$ cat config.mk
export PLATFORM = sky130hd
export DESIGN_NAME = float_sub_12bit_seq
export DESIGN_NICKNAME = d
export VERILOG_FILES = /design/src/rtl/float_sub_12bit_seq.sv
export SDC_FILE = /design/constraint.sdc
export NUM_CORES = 1
export LEC_CHECK = 0
export CORE_MARGIN = 2
export CORE_UTILIZATION = 55
export CTS_CLUSTER_SIZE = 12
export DETAILED_ROUTE_END_ITERATION = 12
export HOLD_SLACK_MARGIN = 0.08
export PLACE_DENSITY = 0.78
export SLEW_MARGIN = 30
export SYNTH_ARGS = -nofsm -noshare
export SYNTH_HDL_FRONTEND = slang
export SYNTH_SLANG_ARGS = --single-unit
$ cat constraint.sdc
create_clock -name clk_i -period 4.3 [get_ports clk_i]
set_clock_uncertainty 0.05 [all_clocks]
set_input_delay 0.86 -clock clk_i [delete_from_list [all_inputs] [get_ports clk_i]]
set_output_delay 0.86 -clock clk_i [all_outputs]
set_load 0.02 [all_outputs]
$ cat src/rtl/float_sub_12bit_seq.sv
// float_sub_12bit_seq
// Multi-cycle 12-bit floating-point magnitude subtractor: z = |x| - |y|.
// The operand format is {sign, exponent[3:0] (unbiased), fraction[6:0]}
// with a hidden leading 1, so value = 1.f * 2^e. The sign bits of x and y
// are ignored. Alignment and normalization shift one bit per cycle.
//
// Ports
//   clk_i        clock; all state updates on the rising edge
//   rst_i        synchronous active-high reset
//   start_i      operation request, sampled only while idle
//   x_i          minuend (sign bit ignored)
//   y_i          subtrahend (sign bit ignored)
//   busy_o       high whenever an operation is in flight (state != IDLE)
//   done_o       one-cycle completion pulse; z_o/underflow_o valid from here
//   z_o          result {sign, e, f}; holds until the next completion
//   underflow_o  result was flushed to zero by exponent underflow
module float_sub_12bit_seq (
  input  logic        clk_i,
  input  logic        rst_i,
  input  logic        start_i,
  input  logic [11:0] x_i,
  input  logic [11:0] y_i,
  output logic        busy_o,
  output logic        done_o,
  output logic [11:0] z_o,
  output logic        underflow_o
);

  typedef enum logic [2:0] {IDLE, ALIGN, SUB, NORM, DONE} state_t;

  state_t      state_q, state_d;
  logic        sign_q, sign_d;
  logic [3:0]  exp_q, exp_d;
  logic [3:0]  shift_q, shift_d;
  logic [7:0]  xMant_q, xMant_d;
  logic [7:0]  yMant_q, yMant_d;
  logic [11:0] z_q, z_d;
  logic        underflow_q, underflow_d;

  logic        ySwap;
  logic [7:0]  mantDiff;

  // Comparing {e,f} as one unsigned field orders magnitudes directly,
  // because the exponent sits above the fraction.
  assign ySwap    = (y_i[10:0] > x_i[10:0]);
  // After the swap xMant >= yMant, so this never borrows.
  assign mantDiff = xMant_q - yMant_q;

  // Next-state and datapath logic. xMant doubles as the difference
  // register from SUB onward, and exp tracks the result exponent.
  always_comb begin
    state_d     = state_q;
    sign_d      = sign_q;
    exp_d       = exp_q;
    shift_d     = shift_q;
    xMant_d     = xMant_q;
    yMant_d     = yMant_q;
    z_d         = z_q;
    underflow_d = underflow_q;

    case (state_q)
      IDLE: begin
        if (start_i) begin
          if (ySwap) begin
            xMant_d = {1'b1, y_i[6:0]};
            yMant_d = {1'b1, x_i[6:0]};
            exp_d   = y_i[10:7];
            shift_d = y_i[10:7] - x_i[10:7];
            sign_d  = 1'b1;
          end else begin
            xMant_d = {1'b1, x_i[6:0]};
            yMant_d = {1'b1, y_i[6:0]};
            exp_d   = x_i[10:7];
            shift_d = x_i[10:7] - y_i[10:7];
            sign_d  = 1'b0;
          end
          state_d = (shift_d != 4'd0) ? ALIGN : SUB;
        end
      end

      ALIGN: begin
        // A shift of 8 or more moves every mantissa bit out, so clear it
        // in a single cycle instead of walking the remaining distance.
        if (shift_q >= 4'd8) begin
          yMant_d = 8'd0;
          shift_d = 4'd0;
          state_d = SUB;
        end else begin
          yMant_d = yMant_q >> 1;
          shift_d = shift_q - 4'd1;
          if (shift_q == 4'd1) begin
            state_d = SUB;
          end
        end
      end

      SUB: begin
        xMant_d = mantDiff;
        if (mantDiff == 8'd0) begin
          z_d         = 12'h000;
          underflow_d = 1'b0;
          sign_d      = 1'b0;
          state_d     = DONE;
        end else begin
          state_d = NORM;
        end
      end

      NORM: begin
        if (xMant_q[7]) begin
          z_d         = {sign_q, exp_q, xMant_q[6:0]};
          underflow_d = 1'b0;
          state_d     = DONE;
        end else if (exp_q == 4'd0) begin
          // Exponent cannot go lower; flush the result to zero.
          z_d         = 12'h000;
          underflow_d = 1'b1;
          state_d     = DONE;
        end else begin
          xMant_d = xMant_q << 1;
          exp_d   = exp_q - 4'd1;
        end
      end

      DONE: begin
        state_d = IDLE;
      end

      default: begin
        state_d = IDLE;
      end
    endcase
  end

  // State register; reset wins over any in-flight operation or request.
  always_ff @(posedge clk_i) begin
    if (rst_i) begin
      state_q     <= IDLE;
      sign_q      <= 1'b0;
      exp_q       <= 4'd0;
      shift_q     <= 4'd0;
      xMant_q     <= 8'd0;
      yMant_q     <= 8'd0;
      z_q         <= 12'h000;
      underflow_q <= 1'b0;
    end else begin
      state_q     <= state_d;
      sign_q      <= sign_d;
      exp_q       <= exp_d;
      shift_q     <= shift_d;
      xMant_q     <= xMant_d;
      yMant_q     <= yMant_d;
      z_q         <= z_d;
      underflow_q <= underflow_d;
    end
  end

  assign busy_o      = (state_q != IDLE);
  assign done_o      = (state_q == DONE);
  assign z_o         = z_q;
  assign underflow_o = underflow_q;

endmodule
==> impl_summary.md <==
Pwr
The standby leakage power is 1.44 nW. The net load switching power is 0.930 mW. The design draws 2.04 mW. Power spread over the standard cell area amounts to 584 mW/mm^2.

The internal power of the cells totals 1.11 mW. The share of total power dissipated in sequential elements is 0.291. The worst-case IR drop observed on VDD is 363 uV. Of the total power, the share spent switching nets is 0.456. The share of total power dissipated in combinational logic is 0.576.

Of the total power, the clock network draws 0.133.

Routing
The overall via count from detail_route is 2,824. The routed wire length per instance is 14.6 um. For this block, the initial DRC count from the detailed router was 245. The antenna violation net count after detailed routing is 0.

Using the TritonRoute via totals, the vias-per-cell ratio works out to 5.85. The residual DRC count is 0. The first-pass detailed-route iteration total is 5. The overall routed net length is 7.05 mm.

Floorplan
The area of the die is 0.00604 mm^2. The number of core rows is 26. From left edge to right edge, the die measures 77.7 um.

After floorplanning, the core was sized to cover 0.00517 mm^2. The initial utilization of the core area, before any placement, comes to 0.578. During I/O placement, the number of pins put on the boundary was 42. The floorplan step set the die height to 77.7 um.

Timing
For the final routed database, the setup TNS stands at 0 ns. The slew of the pin with the lowest slew margin is 0.864 ns. Setup violations remaining at the end of the flow were counted as 0.

The number of pins with negative max-slew slack in the final report came to 0. The worst slack on hold paths is 0.436 ns. For this run, the top clock speed supported by timing is 0.282 GHz. The number of failing hold endpoints at the final stage is 0.

In this run the tightest slew margin relative to its limit is 0.422. After layout, the minimum clock period comes to 3.55 ns. Setup repair after global routing left no endpoint under its margin. The part of the cycle the worst path needs is 0.825.

Synth
The most used flip-flop cell after synthesis is dfxtp_1. The xor and xnor fraction of the mapped netlist area is 0.0205. Of the post-synthesis cell area, the dominant cell type holds 0.275. The complex-gate fraction of the synthesized area was 0.275. By area, the combinational part of the netlist is dominated by compound AO/OA/AOI/OAI gates. The cell area after technology mapping is 0.00299 mm^2. The simple-gate share of the synthesized area is 0.181. The fraction of the yosys area taken by sequential cells is 0.275. When the netlist entered floorplanning its net count stood at 437.

After technology mapping, the gate count stands at 382. The synthesized netlist contains 51 unique library cells. The count of state elements after synthesis is 41. The share of synthesized area spent on multiplexers is 0.0473. The post-synthesis async set-or-reset flop share is 0. The synthesized design contains 0 enable-type register cells.

The largest total area in the synthesized netlist belongs to dfxtp_1. The synthesis warning total is 0. The commonest cells after synthesis are 49 x a21oi_1, 49 x nor2_1, 41 x dfxtp_1. By area the synthesized netlist is led by dfxtp_1 27%, ha_1 10%, a21oi_1 8.2%. The synthesized-area fraction occupied by adder cells is 0.125.

The average instance in the mapped netlist occupies 7.82 um^2.

Worst setup path
The critical path start-end classification is in -> reg. The signal on the critical path passes through clkdlybuf4s50_1 -> inv_1 -> ha_1 -> nand3_2 -> nor3_2 -> o21ai_1 -> o211ai_2 -> and2_1 -> mux2i_1 -> or3b_1 -> o311a_1 -> nor3_2. The required arrival time at the worst endpoint is 4.48 ns.

The cell with the biggest individual delay on the critical path is clkdlybuf4s50_1. The number of buffer and inverter instances along the worst setup path is 2. For the worst flop-to-flop path, the logic depth is 12. The family of cells with the greatest summed delay on the critical path is simple AND/OR/NAND/NOR gates. For the worst setup path, the data arrival time is 3.73 ns. In this run the number of cells on the critical path is 12. The worst setup path is launched from a primary input.

The most frequent cell on the critical path is nor3_2. The worst setup path is captured at a register. The top fanout value on the critical path is 8. The largest stage delay on the critical path is 0.48 ns.

Global routing
The aggregate global routing overflow is 0. The number of global-route vias before repair is 2,637. After global routing, the most crowded layer is met2. The pin count of the biggest net entering global routing is 31. The met3 demand-to-capacity share in global routing is 0.0326. The first global-routing pass estimated 12.0 mm of wire. The fraction of met2 tracks used by global routing is 0.401. The met1 global-route usage is 0.328.

The global routing usage summed across all routing layers is 0.243. The initial antenna violation count was 0.

Layout
The number of nets in the layout is 467. After filler insertion, the fill cell instance count of the layout stands at 452. The antenna diode count is 0. The cell area after layout is 0.00349 mm^2. Of the cells placed in the final design, the portion with a size suffix greater than 1 is 0.0630. The post-synthesis to final-layout area growth is 17.0%.

Worst hold path
Along the worst hold path, the cell count comes to 2. The path category of the worst min-delay check is reg -> reg.

Placement
Port buffering added 39 buffers. Routability-driven placement finished with a final weighted congestion of 0.895. Once placement finished, the instance area stood at 0.00340 mm^2. The detailed placer's ending HPWL is 5.29 mm.

Clocking
The number of sinks driven by the clock tree is 41. The CTS tree is done. At the later pin of the worst-skew pair, clock insertion delay measures 0.30 ns. No sink is reached through more buffers than the 2 on the longest clock path.

Post-CTS repair changed the size of 0 cells. The H-tree generated during clock tree synthesis spans 2 levels. The post-CTS setup-driven buffer insertion count is 0.

The clock transition at the register clock pins on the worst setup and hold paths after CTS is 0.08 ns. Counting the buffers created by CTS gives 5. CTS placed an instance of clkbuf_8 at the clock tree root. The number of buffers added to fix hold violations after cts is 0.

Flow run
Max-cap violations in this run came to 0.

Outcome
The run finished with clean final reports.
per-layer routing:
layer / share of wire / up-vias
li1: - / 1425
met2: 0.48 / 54
met4: 0.012 / 0
met5: 0 / -
met3: 0.032 / 8
met1: 0.48 / 1337
area by class of cell:
type                    instances  area, um^2  share of cell area
multi-input cells             286        1940               0.555
inverters                      34         128              0.0365
clock inverters                 2        13.8             0.00394
clock buffers                   6        82.6              0.0236
well taps                      70        87.6              0.0251
flip-flops and latches         41         821               0.235
repair buffers                 44         423               0.121
final timing paths:
kind / start / end / slack, ns
hold / removal: sign_q / sign_q / 0.44
setup / recovery: x_i[9] / state_q[1] / 0.75
hold reg to reg: sign_q / sign_q / 0.44
setup reg to reg: xMant_q[0] / z_o[7] / 0.99
through the flow:
stage | setup slack, ns | cells | utilization
after floorplan | 1.15 | 382 | -
after global placement | 0.462 | 475 | 0.658
after detailed placement | 0.438 | 475 | 0.657
after CTS | 0.737 | 483 | 0.676
after global routing | 0.549 | 483 | 0.676
final | 0.752 | 483 | 0.676
flip-flops by register name, summed over array words and instances (netlist names):
name and cells:
xMant_q 8, state_q 3, z_o 12, underflow_o 1
shift_q 4, exp_q 4, sign_q 1, yMant_q 8
worst register-to-register path, stage by stage, from the launching register on:
cell	delay, ns
dfxtp_1	0.40
inv_1	0.06
ha_1	0.22
fa_1	0.42
nor2b_1	0.22
o22ai_1	0.14
xnor2_1	0.26
nor4b_2	0.08
a311oi_1	0.57
nor2_1	0.14
nand2_1	0.41
a22oi_1	0.17
nor2_1	0.11
placed cells by master (no fill, tap or decap), drive strengths merged, types with 2 or more instances in the layout:
cell	n
a21oi	49
nor2	49
dfxtp	41
clkdlybuf4s50	38
inv	34
ha	25
a22oi	19
o21ai	19
nand2	14
a211oi	14
mux2i	13
nor2b	8
nor3	8
nand3	7
clkbuf	6
buf	6
xnor2	5
o211ai	5
o21a	4
nand2b	4
or2	4
nor3b	3
and2	3
a21o	3
fa	3
nand3b	2
o311ai	2
xor2	2
o22ai	2
o211a	2
o31ai	2
clkinv	2
logic make-up (layout without fill, tap and decap cells):
kind of cell / Yosys count / in the layout
buffers and inverters: 55 / 86
DFF: 41 / 41
xor gates and xnor gates: 7 / 7
muxes: 14 / 14
AOI/OAI and AO/OA: 129 / 129
adders and majority gates: 28 / 28
and+or+nand+nor: 108 / 108
power groups by stage:
stage                     Combinational [mW]  Clock (mW)  Sequential [mW]
after detailed placement                1.16           0            0.601
final                                   1.18       0.270            0.594
after global placement                  1.14           0            0.599
after global routing                    1.33       0.291            0.609
after CTS                               1.17       0.275            0.593
after floorplan                        0.964           0            0.553
Power figures use the tool's default switching activity.
